`config.mk`:
```
export PLATFORM = sky130hd
export DESIGN_NAME = vector_runner_flat
export DESIGN_NICKNAME = d
export VERILOG_FILES = /design/src/rtl/vector_runner_pkg.sv /design/src/rtl/vector_runner_if.sv /design/src/rtl/runner_vec_mem.sv /design/src/rtl/vector_runner.sv /design/src/flat_wrapper.sv
export SDC_FILE = /design/constraint.sdc
export NUM_CORES = 1
export LEC_CHECK = 0
export CAP_MARGIN = 5
export CORE_MARGIN = 4
export CORE_UTILIZATION = 60
export DETAILED_ROUTE_END_ITERATION = 6
export PLACE_DENSITY = 0.81
export SYNTH_ARGS = -nofsm -noshare
export SYNTH_HDL_FRONTEND = slang
export SYNTH_SLANG_ARGS = --single-unit
```
`constraint.sdc`:
```
create_clock -name clk -period 5.4 [get_ports clk]
set_input_delay 1.08 -clock clk [delete_from_list [all_inputs] [get_ports clk]]
set_output_delay 1.08 -clock clk [all_outputs]
set_load 0.05 [all_outputs]
```
`src/rtl/vector_runner_pkg.sv`:
```
`default_nettype none
// ============================================================================
// Module      : vector_runner_pkg
// Description : Shared types, default sizes and width helpers for the
//               vector_runner stimulus/response engine.
// Contents    : state_e    - run FSM state encoding
//               DEF_*      - default width/depth/settle values
//               addr_w()   - slot address width for a given depth
//               cnt_w()    - width of a 0..depth counter
// Revision    : 1.0 - initial release
// ============================================================================
package vector_runner_pkg;

    localparam int DEF_IN_W   = 20;
    localparam int DEF_OUT_W  = 10;
    localparam int DEF_DEPTH  = 16;
    localparam int DEF_SETTLE = 1;

    typedef enum logic [2:0] {
        ST_IDLE    = 3'd0,
        ST_DRIVE   = 3'd1,
        ST_SETTLE  = 3'd2,
        ST_CAPTURE = 3'd3,
        ST_DONE    = 3'd4
    } state_e;

    // Address width of a DEPTH-entry array; never narrower than one bit.
    function automatic int addr_w(input int depth);
        return (depth < 2) ? 1 : $clog2(depth);
    endfunction

    // Width of a counter that must be able to hold the value DEPTH itself.
    function automatic int cnt_w(input int depth);
        return $clog2(depth + 1);
    endfunction

endpackage
`default_nettype wire

```
`src/rtl/vector_runner_if.sv`:
```
`default_nettype none
// ============================================================================
// Module      : vector_runner_if
// Description : Bundle of the load, control, status, DUT-side and result-read
//               signals of vector_runner.
// Modports    : slave  - the runner (receives loads/commands, drives dut_in)
//               master - the environment (offers vectors, models the DUT)
// Signals     : load_valid/load_ready/load_stim/load_exp - vector load
//               clear/start/busy/done                    - run control
//               dut_in/dut_out                           - DUT connection
//               vec_count/mismatch_count/fail_*          - statistics
//               res_rd_addr/res_rd_data                  - result readback
// Revision    : 1.0 - initial release
// ============================================================================
interface vector_runner_if import vector_runner_pkg::*; #(
    parameter int IN_W  = DEF_IN_W,
    parameter int OUT_W = DEF_OUT_W,
    parameter int DEPTH = DEF_DEPTH
);
    localparam int AW = addr_w(DEPTH);
    localparam int CW = cnt_w(DEPTH);

    logic             load_valid;
    logic             load_ready;
    logic [IN_W-1:0]  load_stim;
    logic [OUT_W-1:0] load_exp;
    logic             clear;
    logic             start;
    logic             busy;
    logic             done;
    logic [IN_W-1:0]  dut_in;
    logic [OUT_W-1:0] dut_out;
    logic [CW-1:0]    vec_count;
    logic [CW-1:0]    mismatch_count;
    logic             fail_valid;
    logic [AW-1:0]    fail_idx;
    logic [AW-1:0]    res_rd_addr;
    logic [OUT_W-1:0] res_rd_data;

    modport slave (
        input  load_valid, load_stim, load_exp, clear, start, dut_out, res_rd_addr,
        output load_ready, busy, done, dut_in, vec_count, mismatch_count,
               fail_valid, fail_idx, res_rd_data
    );

    modport master (
        output load_valid, load_stim, load_exp, clear, start, dut_out, res_rd_addr,
        input  load_ready, busy, done, dut_in, vec_count, mismatch_count,
               fail_valid, fail_idx, res_rd_data
    );

endinterface
`default_nettype wire

```
`src/rtl/runner_vec_mem.sv`:
```
`default_nettype none
// ============================================================================
// Module      : runner_vec_mem
// Description : Register-array vector storage, one synchronous write port and
//               two combinational read ports. RESET_EN selects whether the
//               array is cleared by rst.
// Ports       : clk, rst          - clock, synchronous active-high reset
//               we_i/wr_addr_i/wr_data_i - write port
//               rd_addr_a_i/rd_data_a_o  - read port A
//               rd_addr_b_i/rd_data_b_o  - read port B
// Revision    : 1.0 - initial release
// ============================================================================
module runner_vec_mem import vector_runner_pkg::*; #(
    parameter int WIDTH    = DEF_OUT_W,
    parameter int DEPTH    = DEF_DEPTH,
    parameter bit RESET_EN = 1'b0
) (
    input  wire logic                       clk,
    input  wire logic                       rst,
    input  wire logic                       we_i,
    input  wire logic [addr_w(DEPTH)-1:0]   wr_addr_i,
    input  wire logic [WIDTH-1:0]           wr_data_i,
    input  wire logic [addr_w(DEPTH)-1:0]   rd_addr_a_i,
    output logic      [WIDTH-1:0]           rd_data_a_o,
    input  wire logic [addr_w(DEPTH)-1:0]   rd_addr_b_i,
    output logic      [WIDTH-1:0]           rd_data_b_o
);

    logic [WIDTH-1:0] mem_q [DEPTH];

    generate
        if (RESET_EN) begin : g_rst
            always_ff @(posedge clk) begin
                if (rst) begin
                    for (int i = 0; i < DEPTH; i++) begin
                        mem_q[i] <= '0;
                    end
                end else if (we_i) begin
                    mem_q[wr_addr_i] <= wr_data_i;
                end
            end
        end else begin : g_no_rst
            // Contents are deliberately left untouched by rst.
            logic unused_rst;
            assign unused_rst = rst;

            always_ff @(posedge clk) begin
                if (we_i) begin
                    mem_q[wr_addr_i] <= wr_data_i;
                end
            end
        end
    endgenerate

    assign rd_data_a_o = mem_q[rd_addr_a_i];
    assign rd_data_b_o = mem_q[rd_addr_b_i];

endmodule
`default_nettype wire

```
`src/rtl/vector_runner.sv`:
```
`default_nettype none
// ============================================================================
// Module      : vector_runner
// Description : Buffers up to DEPTH stimulus/expected pairs, plays them onto
//               a combinational DUT one at a time, samples the response after
//               SETTLE extra cycles, stores it and counts mismatches.
// Ports       : clk  - clock, rising edge
//               rst  - synchronous active-high reset
//               bus  - vector_runner_if.slave (load, control, status, DUT
//                      drive/response and result readback)
// Revision    : 1.0 - initial release
// ============================================================================
module vector_runner import vector_runner_pkg::*; #(
    parameter int IN_W   = DEF_IN_W,
    parameter int OUT_W  = DEF_OUT_W,
    parameter int DEPTH  = DEF_DEPTH,
    parameter int SETTLE = DEF_SETTLE
) (
    input  wire logic        clk,
    input  wire logic        rst,
    vector_runner_if.slave   bus
);

    localparam int AW = addr_w(DEPTH);
    localparam int CW = cnt_w(DEPTH);
    localparam int SW = (SETTLE < 1) ? 1 : $clog2(SETTLE + 1);

    localparam logic [SW-1:0] c_SETTLE_LAST = (SETTLE > 0) ? SW'(SETTLE - 1) : '0;
    localparam logic [CW-1:0] c_FULL        = CW'(DEPTH);

    // ------------------------------------------------------------------
    // State
    // ------------------------------------------------------------------
    state_e           state_q;
    logic             busy_q;
    logic             done_q;
    logic [CW-1:0]    vec_count_q;
    logic [CW-1:0]    vec_count_d;
    logic [AW-1:0]    idx_q;
    logic [SW-1:0]    settle_cnt_q;
    logic [CW-1:0]    mismatch_q;
    logic             fail_valid_q;
    logic [AW-1:0]    fail_idx_q;
    logic [IN_W-1:0]  dut_in_q;

    logic             load_fire;
    logic             store_we;
    logic             cap_we;
    logic             resp_bad;
    logic             last_vec;
    logic [IN_W-1:0]  stim_rd;
    logic [OUT_W-1:0] exp_rd;

    logic [IN_W-1:0]  unused_stim_b;
    logic [OUT_W-1:0] unused_exp_b;
    logic [OUT_W-1:0] unused_res_b;

    // ------------------------------------------------------------------
    // Load path and buffer occupancy
    // ------------------------------------------------------------------
    assign bus.load_ready = (state_q == ST_IDLE) && (vec_count_q != c_FULL);
    assign load_fire      = bus.load_valid && bus.load_ready;
    // A clear in the same cycle discards the pair, so skip the write too.
    assign store_we       = load_fire && !bus.clear;

    // The count only moves in IDLE; during a run it is the run length.
    always_comb begin
        vec_count_d = vec_count_q;
        if (state_q == ST_IDLE) begin
            if (bus.clear) begin
                vec_count_d = '0;
            end else if (load_fire) begin
                vec_count_d = vec_count_q + CW'(1);
            end
        end
    end

    // ------------------------------------------------------------------
    // Vector storage
    // ------------------------------------------------------------------
    runner_vec_mem #(
        .WIDTH    (IN_W),
        .DEPTH    (DEPTH),
        .RESET_EN (1'b0)
    ) u_stim_mem (
        .clk         (clk),
        .rst         (rst),
        .we_i        (store_we),
        .wr_addr_i   (vec_count_q[AW-1:0]),
        .wr_data_i   (bus.load_stim),
        .rd_addr_a_i (idx_q),
        .rd_data_a_o (stim_rd),
        .rd_addr_b_i (bus.res_rd_addr),
        .rd_data_b_o (unused_stim_b)
    );

    runner_vec_mem #(
        .WIDTH    (OUT_W),
        .DEPTH    (DEPTH),
        .RESET_EN (1'b0)
    ) u_exp_mem (
        .clk         (clk),
        .rst         (rst),
        .we_i        (store_we),
        .wr_addr_i   (vec_count_q[AW-1:0]),
        .wr_data_i   (bus.load_exp),
        .rd_addr_a_i (idx_q),
        .rd_data_a_o (exp_rd),
        .rd_addr_b_i (bus.res_rd_addr),
        .rd_data_b_o (unused_exp_b)
    );

    runner_vec_mem #(
        .WIDTH    (OUT_W),
        .DEPTH    (DEPTH),
        .RESET_EN (1'b1)
    ) u_res_mem (
        .clk         (clk),
        .rst         (rst),
        .we_i        (cap_we),
        .wr_addr_i   (idx_q),
        .wr_data_i   (bus.dut_out),
        .rd_addr_a_i (bus.res_rd_addr),
        .rd_data_a_o (bus.res_rd_data),
        .rd_addr_b_i (idx_q),
        .rd_data_b_o (unused_res_b)
    );

    // ------------------------------------------------------------------
    // Compare
    // ------------------------------------------------------------------
    assign cap_we   = (state_q == ST_CAPTURE);
    assign resp_bad = (bus.dut_out != exp_rd);
    assign last_vec = ((CW'(idx_q) + CW'(1)) == vec_count_q);

    // ------------------------------------------------------------------
    // Run FSM with registered busy/done
    // ------------------------------------------------------------------
    always_ff @(posedge clk) begin
        if (rst) begin
            state_q      <= ST_IDLE;
            busy_q       <= 1'b0;
            done_q       <= 1'b0;
            vec_count_q  <= '0;
            idx_q        <= '0;
            settle_cnt_q <= '0;
            mismatch_q   <= '0;
            fail_valid_q <= 1'b0;
            fail_idx_q   <= '0;
            dut_in_q     <= '0;
        end else begin
            done_q      <= 1'b0;
            vec_count_q <= vec_count_d;

            unique case (state_q)
                ST_IDLE: begin
                    if (bus.start) begin
                        idx_q        <= '0;
                        mismatch_q   <= '0;
                        fail_valid_q <= 1'b0;
                        fail_idx_q   <= '0;
                        // Run length includes a same-cycle load and honours
                        // a same-cycle clear.
                        if (vec_count_d != '0) begin
                            state_q <= ST_DRIVE;
                            busy_q  <= 1'b1;
                        end else begin
                            state_q <= ST_DONE;
                            done_q  <= 1'b1;
                        end
                    end
                end

                ST_DRIVE: begin
                    dut_in_q <= stim_rd;
                    if (SETTLE > 0) begin
                        settle_cnt_q <= '0;
                        state_q      <= ST_SETTLE;
                    end else begin
                        state_q <= ST_CAPTURE;
                    end
                end

                ST_SETTLE: begin
                    if (settle_cnt_q == c_SETTLE_LAST) begin
                        state_q <= ST_CAPTURE;
                    end else begin
                        settle_cnt_q <= settle_cnt_q + SW'(1);
                    end
                end

                ST_CAPTURE: begin
                    if (resp_bad) begin
                        mismatch_q <= mismatch_q + CW'(1);
                        if (!fail_valid_q) begin
                            fail_valid_q <= 1'b1;
                            fail_idx_q   <= idx_q;
                        end
                    end
                    if (last_vec) begin
                        state_q <= ST_DONE;
                        busy_q  <= 1'b0;
                        done_q  <= 1'b1;
                    end else begin
                        idx_q   <= idx_q + AW'(1);
                        state_q <= ST_DRIVE;
                    end
                end

                ST_DONE: begin
                    state_q <= ST_IDLE;
                end

                default: begin
                    state_q <= ST_IDLE;
                    busy_q  <= 1'b0;
                end
            endcase
        end
    end

    // ------------------------------------------------------------------
    // Outputs
    // ------------------------------------------------------------------
    assign bus.busy           = busy_q;
    assign bus.done           = done_q;
    assign bus.dut_in         = dut_in_q;
    assign bus.vec_count      = vec_count_q;
    assign bus.mismatch_count = mismatch_q;
    assign bus.fail_valid     = fail_valid_q;
    assign bus.fail_idx       = fail_idx_q;

endmodule
`default_nettype wire

```
`src/flat_wrapper.sv`:
```
// flat-port wrapper written by rule: the top's interface ports become plain ports
module vector_runner_flat import vector_runner_pkg::*;
#(
    parameter int IN_W   = DEF_IN_W,
    parameter int OUT_W  = DEF_OUT_W,
    parameter int DEPTH  = DEF_DEPTH,
    parameter int SETTLE = DEF_SETTLE
)
  (clk, rst, bus_load_valid, bus_load_stim, bus_load_exp, bus_clear, bus_start, bus_dut_out, bus_res_rd_addr, bus_load_ready, bus_busy, bus_done, bus_dut_in, bus_vec_count, bus_mismatch_count, bus_fail_valid, bus_fail_idx, bus_res_rd_data);
  vector_runner_if #(.IN_W(IN_W), .OUT_W(OUT_W), .DEPTH(DEPTH)) bus_i ();
  input  wire logic clk;
  input  wire logic rst;
  input wire logic [$bits(bus_i.load_valid)-1:0] bus_load_valid;
  input wire logic [$bits(bus_i.load_stim)-1:0] bus_load_stim;
  input wire logic [$bits(bus_i.load_exp)-1:0] bus_load_exp;
  input wire logic [$bits(bus_i.clear)-1:0] bus_clear;
  input wire logic [$bits(bus_i.start)-1:0] bus_start;
  input wire logic [$bits(bus_i.dut_out)-1:0] bus_dut_out;
  input wire logic [$bits(bus_i.res_rd_addr)-1:0] bus_res_rd_addr;
  output wire logic [$bits(bus_i.load_ready)-1:0] bus_load_ready;
  output wire logic [$bits(bus_i.busy)-1:0] bus_busy;
  output wire logic [$bits(bus_i.done)-1:0] bus_done;
  output wire logic [$bits(bus_i.dut_in)-1:0] bus_dut_in;
  output wire logic [$bits(bus_i.vec_count)-1:0] bus_vec_count;
  output wire logic [$bits(bus_i.mismatch_count)-1:0] bus_mismatch_count;
  output wire logic [$bits(bus_i.fail_valid)-1:0] bus_fail_valid;
  output wire logic [$bits(bus_i.fail_idx)-1:0] bus_fail_idx;
  output wire logic [$bits(bus_i.res_rd_data)-1:0] bus_res_rd_data;
  assign bus_i.load_valid = bus_load_valid;
  assign bus_i.load_stim = bus_load_stim;
  assign bus_i.load_exp = bus_load_exp;
  assign bus_i.clear = bus_clear;
  assign bus_i.start = bus_start;
  assign bus_i.dut_out = bus_dut_out;
  assign bus_i.res_rd_addr = bus_res_rd_addr;
  assign bus_load_ready = bus_i.load_ready;
  assign bus_busy = bus_i.busy;
  assign bus_done = bus_i.done;
  assign bus_dut_in = bus_i.dut_in;
  assign bus_vec_count = bus_i.vec_count;
  assign bus_mismatch_count = bus_i.mismatch_count;
  assign bus_fail_valid = bus_i.fail_valid;
  assign bus_fail_idx = bus_i.fail_idx;
  assign bus_res_rd_data = bus_i.res_rd_data;
  vector_runner #(.IN_W(IN_W), .OUT_W(OUT_W), .DEPTH(DEPTH), .SETTLE(SETTLE)) u_core (.clk(clk), .rst(rst), .bus(bus_i));
endmodule
```
==> impl_metrics.toml <==
[floorplan]
area_of_the_die_mm2 = 0.0500
design.core.area_mm2 = 0.0457
die_width_um = 224
floorplan.io_pins = 97
fp-row-count = 78
initial_core_util = 0.610
die_h_um = 224

[yosys]
yosys.area.top_type_share = 0.690
synth_nets = 1571
flip_flop_and_latch_count_after_synthesis = 688
synth-async-reset-ratio = 0
syn_area_per_cell_um2 = 18.4
synth_cell_types = 69
synth_top_cells_by_area = "edfxtp_1 69%, mux4_2 13%, dfxtp_1 3.4%"
ys_seq_area_frac = 0.724
synth-edff-count = 640
synth.yosys.warnings = 0
post_synth_top_area_cell = "edfxtp_1"
syn-instance-count = 1513
yosys_most_used_dff = "edfxtp_1"
synth.cell_area_mm2 = 0.0279

[power]
switching_power_mw = 2.37
power-per-cell-area_mw_per_mm2 = 351
pwr-share-seq = 0.533
pwr-share-clk = 0.412
switching_share = 0.212
internal-power_mw = 8.81
max_vdd_drop_mv = 0.298
power.total_mw = 11.2
cellLeakagePower_nw = 10.1
power.share.combinational = 0.055

[layout]
sequential_cell_area_mm2 = 0.0202
area.growth.synth_to_final_pct = 14.3
mostFrequentLayoutCell = "edfxtp_1"
final_util = 0.697
layout-drive-gt1-share = 0.205
final_nets = 1692
nFillCells = 2739
fin_area_mm2 = 0.0319
layout.cells.most_common_list = "640 x edfxtp_1, 160 x mux4_2, 148 x and2_1, 93 x clkdlybuf4s50_1, 71 x clkbuf_16"
multiInputGateArea_mm2 = 0.00734

[grt]
grt_overflow = 0
grt_pass1_vias = 15100
grt_first_pass_wirelength_um = 99600
antenna_violations_before_repair = 1
grt_start_max_net_pins = 71
grt_overall_usage = 0.272

[setup_path]
cp_top_family = "buffers and inverters"
worst_r2r_path_depth = 8
cp-start-kind = "primary input"
cp_num_buf_inv = 2
critical_path.most_common_cell = "mux4_2"
critical_path_depth = 4
timing.critical_path.to_type = "output pin"
critical_path.max_fanout = 40
criticalPathCategory = "primary input to output pin"
critPathMaxStageDelay_ns = 0.73
worst_endpoint_data_arrival_time_ns = 3.50
worst_ep_required_time_ns = 4.32
master_of_the_slowest_instance_on_the_critical_path = "clkdlybuf4s50_1"
worstPathCellList = "buf_2, mux4_2, mux4_2, clkdlybuf4s50_1"

[outcome]
status = "completed"

[sta]
report.final.hold_viol_count = 0
rsz0062_at_grt = "no"
max_slew_margin = 0.195
setup-tns-final_ns = 0
finalClockSkew_ns = 0.0344
timing.final.setup_violations = 0
min_period_ns = 4.58
maxSlewViolCount = 0
fin_crit_sh = 0.847
fmax_ghz = 0.219
worst-slew-pin-transition_ns = 1.21

[run]
maxCapViolCount = 0

[routing]
detail_route.vias_per_cell = 6.52
num_vias = 14900
total_drc_errors_in_the_routed_layout = 0
wl_per_cell_um = 29.5
drt_wl_total_um = 67400
drt_pass_1_iters = 7
route.antenna.remaining_nets = 0
first_iter_violations = 1852

[clock_tree]
clock_tree_root = "clkbuf_16"
cts.path.max_buffers = 3
worstSkewPairLatency_ns = 0.60
holdBufCountCts = 0
post_cts_buffers = 0
clock_sink_count = 688
tritoncts = "built"
htreeDepth = 3
cts_repair_resize_count = 0
clk_transition_reported_paths_ns = 0.06
cts-buffers-inserted = 67

[place]
finalWeightedCongestion = 0.879
post-dp-hpwl_um = 39000
placement.cell_area_mm2 = 0.0297
numPortBuffers = 96

[worst_hold_path]
hold_class = "flip-flop to flip-flop"
hold_path_depth = 2
[power by group through the flow]
stage                     Sequential (mW)  Combinational, mW  Clock, mW
after floorplan                      6.10              0.301          0
after global placement               6.06              0.582          0
after detailed placement             6.07              0.601          0
after CTS                            5.96              0.609       4.66
after global routing                 5.96              0.643       4.89
final                                5.96              0.609       4.61
[routing by layer]
metal / GRT usage / part of all wire
met1: 0.356 / 0.36
met2: 0.452 / 0.51
met3: 0.0592 / 0.093
met4: 0.108 / 0.040
met5: 0 / 0
[layout make-up]
cell class	count	area share
clock inverters	29	0.00841
clock buffers	93	0.0590
flip-flops and latches	688	0.634
well taps	600	0.0236
diodes	1	0.0000786
multi-input cells	714	0.231
inverters	17	0.00200
repair buffers	146	0.0427
[path summary, 6_finish.rpt]
kind                             start                      to  slack [ns]
setup / recovery    bus_res_rd_addr[1]      bus_res_rd_data[2]        0.82
hold / removal    u_core.bus.dut_in[5]    u_core.bus.dut_in[5]        0.46
setup reg to reg             flip-flop  u_core.bus.fail_idx[3]        1.40
hold reg to reg   u_core.bus.dut_in[5]    u_core.bus.dut_in[5]        0.46
[synthesized netlist by cell type, drive strengths merged (16+ instances only)]
library cell,number
mux4,160
dfxtp,48
a21oi,34
edfxtp,640
buf,33
nor2,47
clkbuf,61
inv,16
mux2i,68
nor3,22
o21ai,17
and2,148
nand2,70
a22oi,19
[registers in the layout, summed over array words and instances, names as in the netlist, named ones only]
register and count:
u_core.u_stim_mem.mem_q 320, u_core.u_exp_mem.mem_q 160, u_core.u_res_mem.mem_q 160, u_core.bus.dut_in 20, u_core.bus.mismatch_count 5, u_core.bus.vec_count 5
u_core.bus.fail_idx 4, u_core.idx_q 4, u_core.state_q 3, u_core.bus.busy 1, u_core.bus.done 1, u_core.bus.fail_valid 1
[worst reg2reg max path: stages, from the launching register on]
cell and delay [ns]:
dfxtp_1 0.94, nor2_1 0.32, a22o_1 0.29, a221oi_1 0.47
mux2i_1 0.16, or4_4 0.54, nor4_4 0.63, or2b_1 0.36
o32ai_1 0.14
[per-stage QoR]
step           setup slack, ns  cells  hold WS [ns]
2_1_floorplan             1.03   1513         0.588
3_5_place_dp             0.847   2165         0.452
6_report                 0.825   2288         0.464
5_1_grt                  0.775   2288         0.477
3_3_place_gp             0.921   2165         0.444
4_1_cts                  0.847   2287         0.461
[logic make-up (layout without fill, tap and decap cells)]
logic type	count (synthesis)	count (layout)	share of synthesized area
AO/OA/AOI/OAI	113	113	0.0279
XOR/XNOR	17	17	0.00534
adder cells (fa/ha/maj)	9	9	0.00404
buffers and inverters	111	285	0.0169
flip-flops	688	688	0.724
multiplexers	230	230	0.155
other	0	1	0
AND/OR/NAND/NOR	345	345	0.0670
Note: power is estimated with default switching activity, not from simulation.
